==> config.mk <==
export PLATFORM = sky130hd
export DESIGN_NAME = traffic_light_fsm
export DESIGN_NICKNAME = d
export VERILOG_FILES = /design/src/rtl/traffic_light_fsm.sv
export SDC_FILE = /design/constraint.sdc
export NUM_CORES = 1
export LEC_CHECK = 0
export ABC_AREA = 1
export ABC_CLOCK_PERIOD_IN_PS = 2000
export BUFFER_PORTS_ARGS = -buffer_cell sky130_fd_sc_hd__buf_2
export CAP_MARGIN = 20
export CORE_MARGIN = 2
export CORE_UTILIZATION = 30
export CTS_CLUSTER_DIAMETER = 200
export CTS_CLUSTER_SIZE = 10
export DETAILED_ROUTE_END_ITERATION = 16
export PLACE_DENSITY = 0.49
export REMOVE_ABC_BUFFERS = 1
export SYNTH_ARGS = -nofsm -noshare
export SYNTH_HDL_FRONTEND = slang
export SYNTH_SLANG_ARGS = --single-unit
==> constraint.sdc <==
create_clock -name clock -period 2 [get_ports clock]
set_input_delay 0.4 -clock clock [delete_from_list [all_inputs] [get_ports clock]]
set_output_delay 0.4 -clock clock [all_outputs]
set_load 0.01 [all_outputs]
==> src/rtl/traffic_light_fsm.sv <==
// rtl/traffic_light_fsm.sv - Moore main/side traffic-light sequencer with pedestrian WALK phase.
// Phase durations are counted in upstream tick pulses; the state register is exported for display.
module traffic_light_fsm #(
  parameter int GREEN_TICKS   = 8,
  parameter int YELLOW_TICKS  = 2,
  parameter int ALL_RED_TICKS = 1,
  parameter int WALK_TICKS    = 4,
  parameter int TW            = 4
) (
  input  logic       clock,
  input  logic       reset,
  input  logic       tick,
  input  logic       ped_req,
  output logic [2:0] main_light,
  output logic [2:0] side_light,
  output logic       walk,
  output logic       ped_ack,
  output logic [2:0] state
);

  typedef enum logic [2:0] {
    S_MAIN_GREEN  = 3'd0,
    S_MAIN_YELLOW = 3'd1,
    S_ALL_RED_1   = 3'd2,
    S_SIDE_GREEN  = 3'd3,
    S_SIDE_YELLOW = 3'd4,
    S_ALL_RED_2   = 3'd5,
    S_WALK        = 3'd6,
    S_ILLEGAL     = 3'd7
  } state_t;

  localparam logic [TW-1:0] LD_GREEN   = TW'(GREEN_TICKS - 1);
  localparam logic [TW-1:0] LD_YELLOW  = TW'(YELLOW_TICKS - 1);
  localparam logic [TW-1:0] LD_ALL_RED = TW'(ALL_RED_TICKS - 1);
  localparam logic [TW-1:0] LD_WALK    = TW'(WALK_TICKS - 1);

  localparam logic [2:0] LIGHT_RED    = 3'b100;
  localparam logic [2:0] LIGHT_YELLOW = 3'b010;
  localparam logic [2:0] LIGHT_GREEN  = 3'b001;

  state_t        r_state;
  logic [TW-1:0] r_timer;
  logic          r_ped_pending;
  logic          r_ped_prev;
  logic          r_ped_ack;

  state_t        w_state_nxt;
  state_t        w_succ;
  logic [TW-1:0] w_timer_nxt;
  logic          w_ped_pending_nxt;
  logic          w_enter_walk;
  logic          w_rise;

  function automatic logic [TW-1:0] load_for(input state_t s);
    case (s)
      S_MAIN_GREEN, S_SIDE_GREEN:   load_for = LD_GREEN;
      S_MAIN_YELLOW, S_SIDE_YELLOW: load_for = LD_YELLOW;
      S_WALK:                       load_for = LD_WALK;
      default:                      load_for = LD_ALL_RED;
    endcase
  endfunction

  assign w_rise = ped_req & ~r_ped_prev;

  always_ff @(posedge clock or negedge reset) begin
    if (!reset) begin
      r_state       <= S_ALL_RED_2;
      r_timer       <= LD_ALL_RED;
      r_ped_pending <= 1'b0;
      r_ped_prev    <= 1'b0;
      r_ped_ack     <= 1'b0;
    end else begin
      r_state       <= w_state_nxt;
      r_timer       <= w_timer_nxt;
      r_ped_pending <= w_ped_pending_nxt;
      r_ped_prev    <= ped_req;
      r_ped_ack     <= w_enter_walk;
    end
  end

  always_comb begin
    w_state_nxt       = r_state;
    w_timer_nxt       = r_timer;
    w_ped_pending_nxt = r_ped_pending;
    w_enter_walk      = 1'b0;
    case (r_state)
      S_MAIN_GREEN:  w_succ = S_MAIN_YELLOW;
      S_MAIN_YELLOW: w_succ = S_ALL_RED_1;
      S_ALL_RED_1:   w_succ = S_SIDE_GREEN;
      S_SIDE_GREEN:  w_succ = S_SIDE_YELLOW;
      S_SIDE_YELLOW: w_succ = S_ALL_RED_2;
      S_ALL_RED_2:   w_succ = r_ped_pending ? S_WALK : S_MAIN_GREEN;
      S_WALK:        w_succ = S_MAIN_GREEN;
      default:       w_succ = S_ALL_RED_2;
    endcase

    // An illegal code recovers on the very next clock, independent of tick.
    if (r_state == S_ILLEGAL) begin
      w_state_nxt = S_ALL_RED_2;
      w_timer_nxt = LD_ALL_RED;
    end else if (tick) begin
      if (r_timer == '0) begin
        w_state_nxt = w_succ;
        w_timer_nxt = load_for(w_succ);
      end else begin
        w_timer_nxt = r_timer - TW'(1);
      end
    end

    w_enter_walk = (w_state_nxt == S_WALK) && (r_state != S_WALK);

    // Entering WALK consumes the request, even if a new edge arrives on the same clock.
    if (w_enter_walk) begin
      w_ped_pending_nxt = 1'b0;
    end else if (w_rise && (r_state != S_WALK)) begin
      w_ped_pending_nxt = 1'b1;
    end
  end

  always_comb begin
    main_light = LIGHT_RED;
    side_light = LIGHT_RED;
    walk       = 1'b0;
    case (r_state)
      S_MAIN_GREEN:  main_light = LIGHT_GREEN;
      S_MAIN_YELLOW: main_light = LIGHT_YELLOW;
      S_SIDE_GREEN:  side_light = LIGHT_GREEN;
      S_SIDE_YELLOW: side_light = LIGHT_YELLOW;
      S_WALK:        walk       = 1'b1;
      default:       ;
    endcase
  end

  assign ped_ack = r_ped_ack;
  assign state   = r_state;

endmodule

Word level (Yosys, flattened, before mapping)
Index checks and enable logic that the tools add are counted.
W data, S select, Z words.
{"block": "classes", "add_sub_neg": 1, "eq_ne": 13, "n_mux": 14, "n_bitwise": 2, "reduce_logical": 9}
{"op": "$eq A3 B3 Y1 const B", "n": 7}
{"op": "$pmux W3 S6", "n": 1}
{"op": "$mux W3", "n": 4}
{"op": "$mux W4", "n": 3}
{"op": "$pmux W3 S2", "n": 2}
{"op": "$eq A3 B2 Y1 const B", "n": 3}
{"op": "$pmux W3 S3", "n": 1}
{"op": "$eq A3 B1 Y1 const B", "n": 2}
{"op": "$logic_not A3 Y1", "n": 2}
{"op": "$logic_not A4 Y1", "n": 1}
{"op": "$reduce_bool A2 Y1", "n": 2}
{"op": "$reduce_or A2 Y1", "n": 2}
{"op": "$sub A4 B1 Y4 const B", "n": 1}
{"op": "$mux W1", "n": 3}
{"op": "$ne A3 B3 Y1 const B", "n": 1}
{"op": "$logic_and A1 B1 Y1", "n": 2}
{"op": "$and A1 B1 Y1", "n": 1}
{"op": "$not A1 Y1", "n": 1}
{"block": "word_totals", "ff_bits": 10, "inputBits": 4, "output_inout_bits": 11, "word_cells": 44}

Logic depth before layout (Yosys ltp)
Gate-level depths: netlist (run 1).
{"block": "depth", "ltp_word": 8, "mapped_depth": 7, "ltp_nobuf": 7}

Least setup slack after synthesis (run 1)
Ideal clock, no wire load.
{"block": "synth_timing", "path_kind": "register to output", "start": "register r_state[2] (netlist: state[2])", "end": "output side_light[2]", "t_arrival_ps": 1079, "setup_slack_ps": 521, "stages_incl_launch_ff": 5, "path_buffers": 1, "path_cell_list": "dfstp_2 > buf_4 > inv_1 > nor2_2 > nor2_1"}
{"block": "synth_between", "elab_chain_len": 2, "word_cells_on_any_way": 3, "cone_classes": "eq/ne (2); mux (1)"}
{"item": "from (decl)", "line_no": "41", "source": "state_t r_state;"}
{"item": "from (signal assigned)", "line_no": "73", "source": "r_state <= w_state_nxt;"}
{"item": "$eq A3 B3 Y1 / $eq A3 B2 Y1 (equally long branches)", "line_no": "124", "source": "case (r_state)"}
{"item": "$pmux W3 S2 *", "line_no": "124"}
{"item": "to (decl)", "line_no": "15", "source": "output logic [2:0] side_light,"}
Every way passes the cells marked *; elsewhere a longest branch is shown, timed or not.

Worst setup path in the final report (run 1)
Ends and elaborated chain as after synthesis.

==> key figures, run 1 <==
Critical path
  • Origin of the critical flop-to-flop path: r_timer[0]
  • Critical path buffers and inverters: 2
  • Data arrival time of the worst path: 1.39 ns
  • Kind of cell adding the most delay to the critical path: flip-flops
  • Setup slack on the worst flop-to-flop path: 0.66 ns
  • R2R Path End: r_ped_pending
  • Required time of the worst setup path: 1.60 ns
  • Crit path max fanout: 10
  • FF-to-FF path depth: 7
  • Worst-path cell chain: inv_1 > nor2_2 > nor2_1 > buf_2
  • Type of origin of the critical path: register
  • Nature of the critical path endpoint: output port
  • CP peak stage delay: 0.64 ns
  • Slowest-stage cell, CP: dfstp_2
  • Crit path kind: reg -> out

Synthesis
  • Dominant cell type by area after synthesis: dfrtp_1
  • Post-synthesis instance area: 627 um^2
  • Number of synthesized register bits: 10
  • Count of yosys warnings during synthesis: 0
  • Synth top area share: 0.319
  • Share of synthesized area occupied by flip-flops and latches: 0.403
  • Largest cells by area after synthesis: dfrtp_1, nand2_1, dfstp_2
  • Mapped Avg Cell Area: 7.37 um^2
  • Count of cell types in the netlist: 22
  • Post-synth top flop: dfrtp_1
  • Synthesized netlist cell count: 85
  • Count of flip-flops with a built-in enable after synthesis: 0
  • Share of synthesized flip-flops with an asynchronous set or reset: 1.00

STA
  • Slew Viols, Final: 0
  • Fmax: 560 MHz
  • Min cycle time layout: 1.79 ns
  • Layout Skew: 0.00239 ns
  • Remaining max-slew budget at the tightest pin: 0.829
  • Ratio of final minimum period to clock period: 0.893
  • Setup repair after global routing missed its margin: false
  • Post-Route Setup TNS: 0 ns
  • Final setup viols: 0
  • Actual transition at the worst max-transition pin: 0.256 ns
  • Count of final hold-check violations: 0

Drt
  • Wirelength, routed: 1250 um
  • Detail Route Antenna Nets: 0
  • Vias: 562
  • DRC viols: 0
  • Number of design-rule violations left by the first detailed-router iteration: 5
  • Detail-routed net length per standard cell: 9.60 um
  • Drt pass-1 iters: 4
  • Via density per instance: 4.32

Clocking
  • Source-to-sink clock delay at the later pin of the worst-skew pair: 0.27 ns
  • # resized after CTS: 0
  • Cell chosen for the clock root: clkbuf_4
  • H-Tree Depth: 1
  • Clock transition time at the flip-flop clock pins of the worst setup and hold paths: 0.07 ns
  • TritonCTS clock tree: yes
  • TritonCTS Buffers: 3
  • Clock Tree Buf Depth: 2
  • Clock sink total: 10

Power and ir drop
  • Clk network pwr share: 0.151
  • Part of the power in combinational logic: 0.537
  • Switch share: 0.469
  • Internal power contribution: 0.671 mW
  • Power density over cell area: 1640 nW/um^2
  • Sequential group share of total power: 0.313
  • VDD IR-drop max: 0.676 mV
  • LEAKAGE: 0.423 nW
  • Net switching power of the design: 0.592 mW

Floorplan
  • Die span in y: 49.7 um
  • Overall die width: 49.7 um
  • Die Footprint: 2470 um^2
  • Site row count: 16
  • Std-Cell Core Area: 1960 um^2
  • Initial Util: 0.320
  • Number of top-level design ports: 15

Place
  • Placer congestion estimate: 0.763
  • # placed instances: 125
  • Placed wire-length estimate after detailed placement: 1010 um
  • Area post-placement: 723 um^2
  • Port Buf Inserts: 14

Global routing
  • GRT Util Overall: 0.118
  • Global route total overflow: 0
  • Number of antenna violations at the first check in global routing: 0
  • Global-route wire length before repair: 2190 um
  • Maximum number of pins on one net before global-route repair: 11
  • Vias in the first global route: 532

Final layout
  • Commonest non-fill, non-tap cells in the layout: nand2_1, buf_2, inv_1
  • Final cell count without fillers: 130
  • Synthesis-to-layout area growth: 22.8%
  • Most common cell after layout, fill and taps aside: nand2_1
  • Non-Filler Cell Area, Final: 769 um^2
  • Number of nets in the layout: 109
  • Antenna cell count: 0
  • Share of final-layout standard cells stronger than drive strength 1: 0.301

Worst hold path
  • Destination of the worst hold path: r_ped_prev
  • HP Class: in -> reg
  • Worst min-delay path startpoint: ped_req
  • Number of cells traversed by the worst hold path: 1

Status
  • Outcome: complete, no violations

Job
  • Number of maximum-capacitance constraint violations: 0
## cells in the mapped netlist (2+ instances only)
master	n
inv_1	12
dfrtp_1	8
nand3_1	3
xor2_1	2
nand2_1	18
dfstp_2	2
nand2_2	3
nor2_1	11
nor2_2	3
a21oi_1	4
inv_2	3
o21ai_1	6
## metrics by stage
| stage | power [mW] | util | worst slack (ns) | hold slack (ns) |
|---|---|---|---|---|
| final | 1.26 | 0.392 | 0.215 | 0.246 |
| after global routing | 1.40 | 0.392 | 0.109 | 0.242 |
| after CTS | 1.28 | 0.392 | 0.205 | 0.239 |
| after detailed placement | 1.08 | 0.369 | 0.513 | 0.283 |
| after global placement | 1.08 | 0.369 | 0.531 | 0.285 |
| after floorplan | 0.892 | - | 0.548 | 0.104 |
## flip-flops by register name, indices dropped and copies added (netlist names)
signal / flops
ped_ack: 1
r_ped_pending: 1
r_ped_prev: 1
r_timer: 4
state: 3
## layer usage
| metal | share of wire | GRT usage |
|---|---|---|
| met2 | 0.46 | 0.169 |
| met1 | 0.48 | 0.159 |
| met5 | 0 | 0 |
| met3 | 0.031 | 0.0212 |
| met4 | 0.023 | 0.0833 |
## timing repair
action / CTS / global route
buffers inserted: 0 / 0
setup endpoints to repair: 0 / 0
hold endpoints to repair: 8 / 0
hold buffers: 1 / 0
## final cells by class
| class | instances | area (um^2) |
|---|---|---|
| Timing Repair Buffer | 15 | 80.1 |
| Multi-Input combinational cell | 59 | 310 |
| Sequential cell | 10 | 253 |
| Clock buffer | 4 | 36.3 |
| Inverter | 15 | 56.3 |
| Tap cell | 27 | 33.8 |
| Fill cell | 217 | 1190 |
## logic make-up after synthesis
kind of cell,after synthesis,synth area share
and+or+nand+nor,43,0.323
buffers and inverters,16,0.102
AOI/OAI and AO/OA,11,0.0938
DFF,10,0.403
xor gates and xnor gates,3,0.0419
muxes,1,0.0160
adders and majority gates,1,0.0200
## worst max-delay path by stage
| stage | start | cells past startpoint | slack [ns] | endpoint |
|---|---|---|---|---|
| after floorplan | state[2] | 3 | 0.55 | side_light[2] |
| after global placement | state[2] | 4 | 0.53 | side_light[2] |
| after detailed placement | state[2] | 4 | 0.51 | side_light[2] |
| after CTS | state[2] | 4 | 0.20 | side_light[2] |
| after global routing | state[2] | 4 | 0.11 | side_light[2] |
| final | state[2] | 4 | 0.21 | side_light[2] |
## power groups by stage
stage	Sequential [mW]	Combinational, mW	Clock, mW
after global placement	0.401	0.682	0
after CTS	0.397	0.687	0.197
after floorplan	0.399	0.493	0
final	0.395	0.678	0.190
after detailed placement	0.401	0.683	0
after global routing	0.410	0.786	0.208
Note: power is estimated with default switching activity, not from simulation.
==> inputs of run 2 (changes only) <==
--- a/config.mk
+++ b/config.mk
@@ -6,7 +6,7 @@
 export NUM_CORES = 1
 export LEC_CHECK = 0
 export ABC_AREA = 1
-export ABC_CLOCK_PERIOD_IN_PS = 2000
+export ABC_CLOCK_PERIOD_IN_PS = 1600
 export BUFFER_PORTS_ARGS = -buffer_cell sky130_fd_sc_hd__buf_2
 export CAP_MARGIN = 20
 export CORE_MARGIN = 2
@@ -14,7 +14,7 @@
 export CTS_CLUSTER_DIAMETER = 200
 export CTS_CLUSTER_SIZE = 10
 export DETAILED_ROUTE_END_ITERATION = 16
-export PLACE_DENSITY = 0.49
+export PLACE_DENSITY = 0.51
 export REMOVE_ABC_BUFFERS = 1
 export SYNTH_ARGS = -nofsm -noshare
 export SYNTH_HDL_FRONTEND = slang
==> constraint.sdc (replaced) <==
create_clock -name clock -period 1.6 [get_ports clock]
set_input_delay 0.32 -clock clock [delete_from_list [all_inputs] [get_ports clock]]
set_output_delay 0.32 -clock clock [all_outputs]
set_load 0.01 [all_outputs]
==> run 2 against run 1 <==
Effect of this change:
- cell count grew 2.3%
- global-route usage is 0.23 points lower
- hold slack worse by 0.066 ns
- largest power group unchanged
==> key figures, run 2 (synthesis results as in run 1) <==
Status
  • Outcome: complete, no violations (unchanged)

Critical path
  • Setup slack on the worst flop-to-flop path: 0.19 ns (was 0.66 ns)
  • FF-to-FF path depth: 6 (was 7)
  • R2R Path End: r_ped_pending (unchanged)
  • Nature of the critical path endpoint: output port (unchanged)
  • Origin of the critical flop-to-flop path: state[0] (was r_timer[0])
  • Crit path from: state[0] (was state[2])
  • Crit path kind: reg -> out (unchanged)
  • Required time of the worst setup path: 1.28 ns (was 1.60 ns)
  • Data arrival time of the worst path: 1.24 ns (was 1.39 ns)
  • Endpoint of the most critical setup path: side_light[2] (unchanged)
  • Type of origin of the critical path: register (unchanged)
  • Crit path max fanout: 5 (was 10)

Clocking
  • Cell chosen for the clock root: clkbuf_4 (unchanged)
  • Clock sink total: 10 (unchanged)
  • Source-to-sink clock delay at the later pin of the worst-skew pair: 0.27 ns (about the same)
  • Clock transition time at the flip-flop clock pins of the worst setup and hold paths: 0.06 ns (was 0.07 ns)
  • TritonCTS clock tree: yes (unchanged)
  • TritonCTS Buffers: 3 (unchanged)
  • Clock Tree Buf Depth: 2 (unchanged)
  • H-Tree Depth: 1 (unchanged)

STA
  • Post-Route Setup TNS: 0 ns (unchanged)
  • Fmax: 640 MHz
  • Worst hold slack: 0.180 ns (was 0.246 ns)
  • Setup repair after global routing missed its margin: true (was false)
  • Count of final hold-check violations: 0 (unchanged)
  • Layout Skew: 0.00624 ns (was 0.00239 ns)
  • Min cycle time layout: 1.56 ns
  • Ratio of final minimum period to clock period: 0.977
  • Setup ws final: 0.0370 ns (was 0.215 ns)
  • Final setup viols: 0 (unchanged)
  • Slew Viols, Final: 0 (unchanged)
  • Actual transition at the worst max-transition pin: 0.243 ns (was 0.256 ns)
  • Remaining max-slew budget at the tightest pin: 0.838 (was 0.829)

Job
  • Number of maximum-capacitance constraint violations: 0 (unchanged)

Power and ir drop
  • Sum of internal, switching and leakage power: 1.72 mW (was 1.26 mW)
  • LEAKAGE: 0.440 nW (was 0.423 nW)
  • VDD IR-drop max: 1.01 mV (was 0.676 mV)
  • Power density over cell area: 2100 nW/um^2 (was 1640 nW/um^2)

Drt
  • Routed metal-1 wirelength: 610 um (was 601 um)
  • Metal3 WL: 49 um (was 39 um)
  • Drt pass-1 iters: 4 (unchanged)
  • Wirelength, routed: 1370 um (was 1250 um)
  • Via density per instance: 4.47 (was 4.32)
  • DR top layer: met3 (was met4)
  • Vias: 594 (was 562)
  • Number of design-rule violations left by the first detailed-router iteration: 14 (was 5)
  • Detail-routed net length per standard cell: 10.3 um (was 9.60 um)
  • Detail Route Antenna Nets: 0 (unchanged)
  • Routed wl met2: 712 um (was 578 um)
  • DRC viols: 0 (unchanged)

Final layout
  • Share of final-layout standard cells stronger than drive strength 1: 0.377 (was 0.301)
  • Final core utilization: 0.418 (was 0.392)
  • Number of nets in the layout: 112 (was 109)
  • Register ranked first by flip-flop count: r_timer (unchanged)
  • Most common cell after layout, fill and taps aside: nand2_1 (unchanged)
  • Synthesis-to-layout area growth: 30.9% (was 22.8%)
  • Commonest non-fill, non-tap cells in the layout: nand2_1, buf_2, inv_1 (unchanged)
  • Antenna cell count: 0 (unchanged)
  • Multi-input logic area: 325 um^2 (was 310 um^2)
  • Filler Cells Inserted: 223 (was 217)
  • Area taken by flip-flops and latches: 254 um^2 (was 253 um^2)
  • Flip-flop count of the largest register, all copies and words added: 4 (unchanged)
  • Final cell count without fillers: 133 (was 130)
  • Non-Filler Cell Area, Final: 821 um^2 (was 769 um^2)

Worst hold path
  • HP Class: in -> reg (unchanged)
  • Number of cells traversed by the worst hold path: 1 (unchanged)

Floorplan
  • Number of top-level design ports: 15 (unchanged)
  • Overall die width: 49.7 um (unchanged)
  • Std-Cell Core Area: 1960 um^2 (unchanged)
  • Die span in y: 49.7 um (unchanged)
  • Die Footprint: 2470 um^2 (unchanged)
  • Initial Util: 0.320 (unchanged)
  • Site row count: 16 (unchanged)

Place
  • Placer congestion estimate: 0.769 (was 0.763)
  • # placed instances: 126 (was 125)
  • Setup slack at placement: 0.219 ns (was 0.513 ns)
  • Area post-placement: 731 um^2 (was 723 um^2)
  • Placed wire-length estimate after detailed placement: 1000 um (was 1010 um)
  • Port Buf Inserts: 14 (unchanged)

Global routing
  • Maximum number of pins on one net before global-route repair: 11 (unchanged)
  • GRT Util Overall: 0.116 (was 0.118)
  • Vias in the first global route: 520 (was 532)
  • Number of antenna violations at the first check in global routing: 0 (unchanged)
  • Global route total overflow: 0 (unchanged)
  • Global-route wire length before repair: 2160 um (was 2190 um)
run 2: per-layer routing:
layer / up-vias / track usage
met5: - / 0
met3: 0 / 0.0485
li1: 305 / -
met1: 279 / 0.145
met4: 0 / 0.0278
met2: 10 / 0.184
run 2: layout make-up:
class,instances,share of cell area
Multi-Input combinational cell,59,0.396
Sequential cell,10,0.309
Timing Repair Buffer,18,0.137
Inverter,15,0.0716
Clock buffer,4,0.0442
Tap cell,27,0.0412
run 2: where the power goes:
group	leakage [nW]	total [mW]	internal, mW	switching, mW
clock network	0.0210	0.226	0.138	0.0882
logic	0.301	1.03	0.412	0.615
registers	0.118	0.468	0.371	0.0973
run 2: how the worst min path moves through the flow:
stage               slack, ns     from         end
floorplan                0.02    reset     ped_ack
global placement         0.20    reset    state[1]
detailed placement       0.20    reset    state[1]
CTS                      0.17  ped_req  r_ped_prev
global route             0.16  ped_req  r_ped_prev
finish                   0.18  ped_req  r_ped_prev
run 2: worst max-delay path, stage by stage (launching register included):
cell and delay [ns]:
dfstp_2 0.59, inv_2 0.08, nand2_4 0.07, nor2_2 0.04, nor2_1 0.08, buf_2 0.13
run 2: timing repair:
| action | CTS | global route |
|---|---|---|
| pin swaps | 0 | 2 |
| resized for setup | 1 | 9 |
| endpoints found under the hold margin | 8 | 0 |
| hold buffers | 1 | 0 |
| gates cloned | 0 | 0 |
| setup buffers | 1 | 1 |
| endpoints found under the setup margin | 1 | 4 |
==> inputs of run 3 (changes only) <==
--- a/config.mk
+++ b/config.mk
@@ -9,6 +9,7 @@
 export ABC_CLOCK_PERIOD_IN_PS = 1600
 export BUFFER_PORTS_ARGS = -buffer_cell sky130_fd_sc_hd__buf_2
 export CAP_MARGIN = 20
+export CORE_ASPECT_RATIO = 0.75
 export CORE_MARGIN = 2
 export CORE_UTILIZATION = 30
 export CTS_CLUSTER_DIAMETER = 200
==> run 3 against run 2 <==
Effect of this change:
- global-route usage increased by 2.0 points
- sequential share of layout area increased by 0.48 points
- utilization decreased by 1.4 points
- worst setup slack got worse by 0.043 ns
- critical path type unchanged
- hold slack about the same
- the run now ends with setup timing left
- fmax decreased by 2.7%
- clock power decreased by 25%
- register-to-register slack about the same
- clock-buffer cell count decreased by 1
==> key figures, run 3 (synthesis results as in run 1) <==
STA
  • Setup repair after global routing missed its margin: true (unchanged)
  • Count of final hold-check violations: 0 (unchanged)
  • Min cycle time layout: 1.61 ns (was 1.56 ns)
  • Setup ws final: -0.00598 ns (was 0.0370 ns)
  • Fmax: 623 MHz (was 640 MHz)
  • Layout Skew: 0.00120 ns (was 0.00624 ns)
  • Worst hold slack: 0.180 ns (about the same)
  • Remaining max-slew budget at the tightest pin: 0.821 (was 0.838)
  • Slew Viols, Final: 0 (unchanged)
  • Ratio of final minimum period to clock period: 1.00 (was 0.977)
  • Final setup viols: 1 (was 0)
  • Actual transition at the worst max-transition pin: 0.268 ns (was 0.243 ns)

Drt
  • Detail-routed net length per standard cell: 11.0 um (was 10.3 um)
  • Via density per instance: 4.55 (was 4.47)
  • Vias: 596 (was 594)
  • DRC viols: 0 (unchanged)
  • Wirelength, routed: 1440 um (was 1370 um)
  • Detail Route Antenna Nets: 0 (unchanged)
  • Number of design-rule violations left by the first detailed-router iteration: 2 (was 14)
  • Drt pass-1 iters: 4 (unchanged)

Critical path
  • Worst-path cell chain: nand2_2 > nor2_4 > nor2_1 > buf_2 (was inv_2 > nand2_4 > nor2_2 > nor2_1 > buf_2)
  • Nature of the critical path endpoint: output port (unchanged)
  • Slowest-stage cell, CP: dfstp_2 (unchanged)
  • Required time of the worst setup path: 1.28 ns (about the same)
  • Type of origin of the critical path: register (unchanged)
  • Crit path max fanout: 6 (was 5)
  • Data arrival time of the worst path: 1.29 ns (was 1.24 ns)
  • FF-to-FF path depth: 7 (was 6)
  • R2R Path End: r_ped_pending (unchanged)
  • Origin of the critical flop-to-flop path: r_timer[0] (was state[0])
  • CP peak stage delay: 0.61 ns (was 0.59 ns)
  • Crit path kind: reg -> out (unchanged)
  • Setup slack on the worst flop-to-flop path: 0.19 ns (about the same)

Floorplan
  • Die span in y: 43.6 um (was 49.7 um)
  • Die Footprint: 2470 um^2 (about the same)
  • Number of top-level design ports: 15 (unchanged)
  • Site row count: 14 (was 16)
  • Overall die width: 56.8 um (was 49.7 um)
  • Initial Util: 0.314 (was 0.320)
  • Std-Cell Core Area: 2000 um^2 (was 1960 um^2)

Place
  • Area post-placement: 719 um^2 (was 731 um^2)
  • Placer congestion estimate: 0.807 (was 0.769)
  • Setup slack at placement: 0.194 ns (was 0.219 ns)
  • Placed wire-length estimate after detailed placement: 1050 um (was 1000 um)
  • Port Buf Inserts: 14 (unchanged)

Final layout
  • Most common cell after layout, fill and taps aside: nand2_1 (unchanged)
  • Antenna cell count: 0 (unchanged)
  • Share of final-layout standard cells stronger than drive strength 1: 0.364 (was 0.377)
  • Non-Filler Cell Area, Final: 808 um^2 (was 821 um^2)
  • Commonest non-fill, non-tap cells in the layout: nand2_1, buf_2, inv_1 (unchanged)
  • Flip-flop count of the largest register, all copies and words added: 4 (unchanged)
  • Final core utilization: 0.405 (was 0.418)
  • Synthesis-to-layout area growth: 28.9% (was 30.9%)
  • Number of nets in the layout: 114 (was 112)
  • Register ranked first by flip-flop count: r_timer (unchanged)

Global routing
  • Global route total overflow: 0 (unchanged)
  • Number of antenna violations at the first check in global routing: 0 (unchanged)
  • Vias in the first global route: 535 (was 520)
  • Maximum number of pins on one net before global-route repair: 11 (unchanged)
  • Global-route wire length before repair: 2480 um (was 2160 um)
  • GRT Util Overall: 0.136 (was 0.116)

Status
  • Failing checks: setup timing
  • Outcome: finished, violations left (was complete, no violations)

Clocking
  • Cell chosen for the clock root: clkbuf_4 (unchanged)
  • Clock sink total: 10 (unchanged)
  • Clock Tree Buf Depth: 2 (unchanged)
  • Clock transition time at the flip-flop clock pins of the worst setup and hold paths: 0.06 ns (about the same)
  • TritonCTS clock tree: yes (unchanged)
  • Source-to-sink clock delay at the later pin of the worst-skew pair: 0.26 ns (was 0.27 ns)
  • TritonCTS Buffers: 3 (unchanged)
  • H-Tree Depth: 1 (unchanged)

Power and ir drop
  • VDD IR-drop max: 0.775 mV (was 1.01 mV)
  • Power density over cell area: 2090 nW/um^2 (was 2100 nW/um^2)
  • LEAKAGE: 0.442 nW (was 0.440 nW)
  • Sum of internal, switching and leakage power: 1.69 mW (was 1.72 mW)

Worst hold path
  • Destination of the worst hold path: r_ped_prev (unchanged)
  • Worst min-delay path startpoint: ped_req (unchanged)
  • HP Class: in -> reg (unchanged)
  • Number of cells traversed by the worst hold path: 1 (unchanged)

Job
  • Number of maximum-capacitance constraint violations: 0 (unchanged)
run 3: changes by cell type in the layout (fill, tap and decap cells not counted), sizes merged:
cell    previous run  this run
buf               17        19
clkbuf             4         3
run 3: worst max path at each step:
| stage | to | slack, ns | start |
|---|---|---|---|
| 2_1_floorplan | side_light[2] | 0.23 | state[2] |
| 3_3_place_gp | side_light[2] | 0.22 | state[2] |
| 3_5_place_dp | side_light[2] | 0.19 | state[2] |
| 4_1_cts | main_light[2] | 0.0008 | state[0] |
| 5_1_grt | side_light[2] | -0.09 | state[0] |
| 6_report | side_light[2] | -0.006 | state[0] |
run 3: critical path: cells and delay by family (launching register included):
kind	cells	cell delay (ns)
DFF	1	0.61
and+or+nand+nor	3	0.29
buffers and inverters	1	0.13
run 3: routing by layer:
metal  share of wire  GRT usage  up-vias
met5               0          0        -
met4          0.0069     0.0279        0
met3           0.057     0.0567        2
met2            0.47      0.223       16
met1            0.46      0.170      269
li1                -          -      309
run 3: timing repair:
| action | 4_1_cts | 5_1_grt |
|---|---|---|
| gates resized for setup | 2 | 4 |
| hold buffers | 1 | 0 |
| endpoints found under the setup margin | 3 | 5 |
| pin swaps | 0 | 1 |
| setup buffers | 4 | 1 |
| endpoints found under the hold margin | 8 | 0 |
run 3: layout make-up:
class                   instances  area (um^2)
fillers                       220         1190
multi-input cells              59          328
flip-flops and latches         10          254
repair buffers                 20          118
inverters                      15         56.3
well taps                      24         30.0
clock buffers                   3         22.5
run 3: metrics by stage:
step	cells	setup TNS, ns
2_1_floorplan	84	0
3_3_place_gp	122	0
3_5_place_dp	122	0
4_1_cts	130	0
5_1_grt	131	-0.213
6_report	131	-0.00598
run 3: report_power, final:
part           switching [mW]  internal [mW]
Sequential              0.102          0.371
Combinational           0.625          0.424
Clock                  0.0821         0.0868
Total                   0.810          0.882
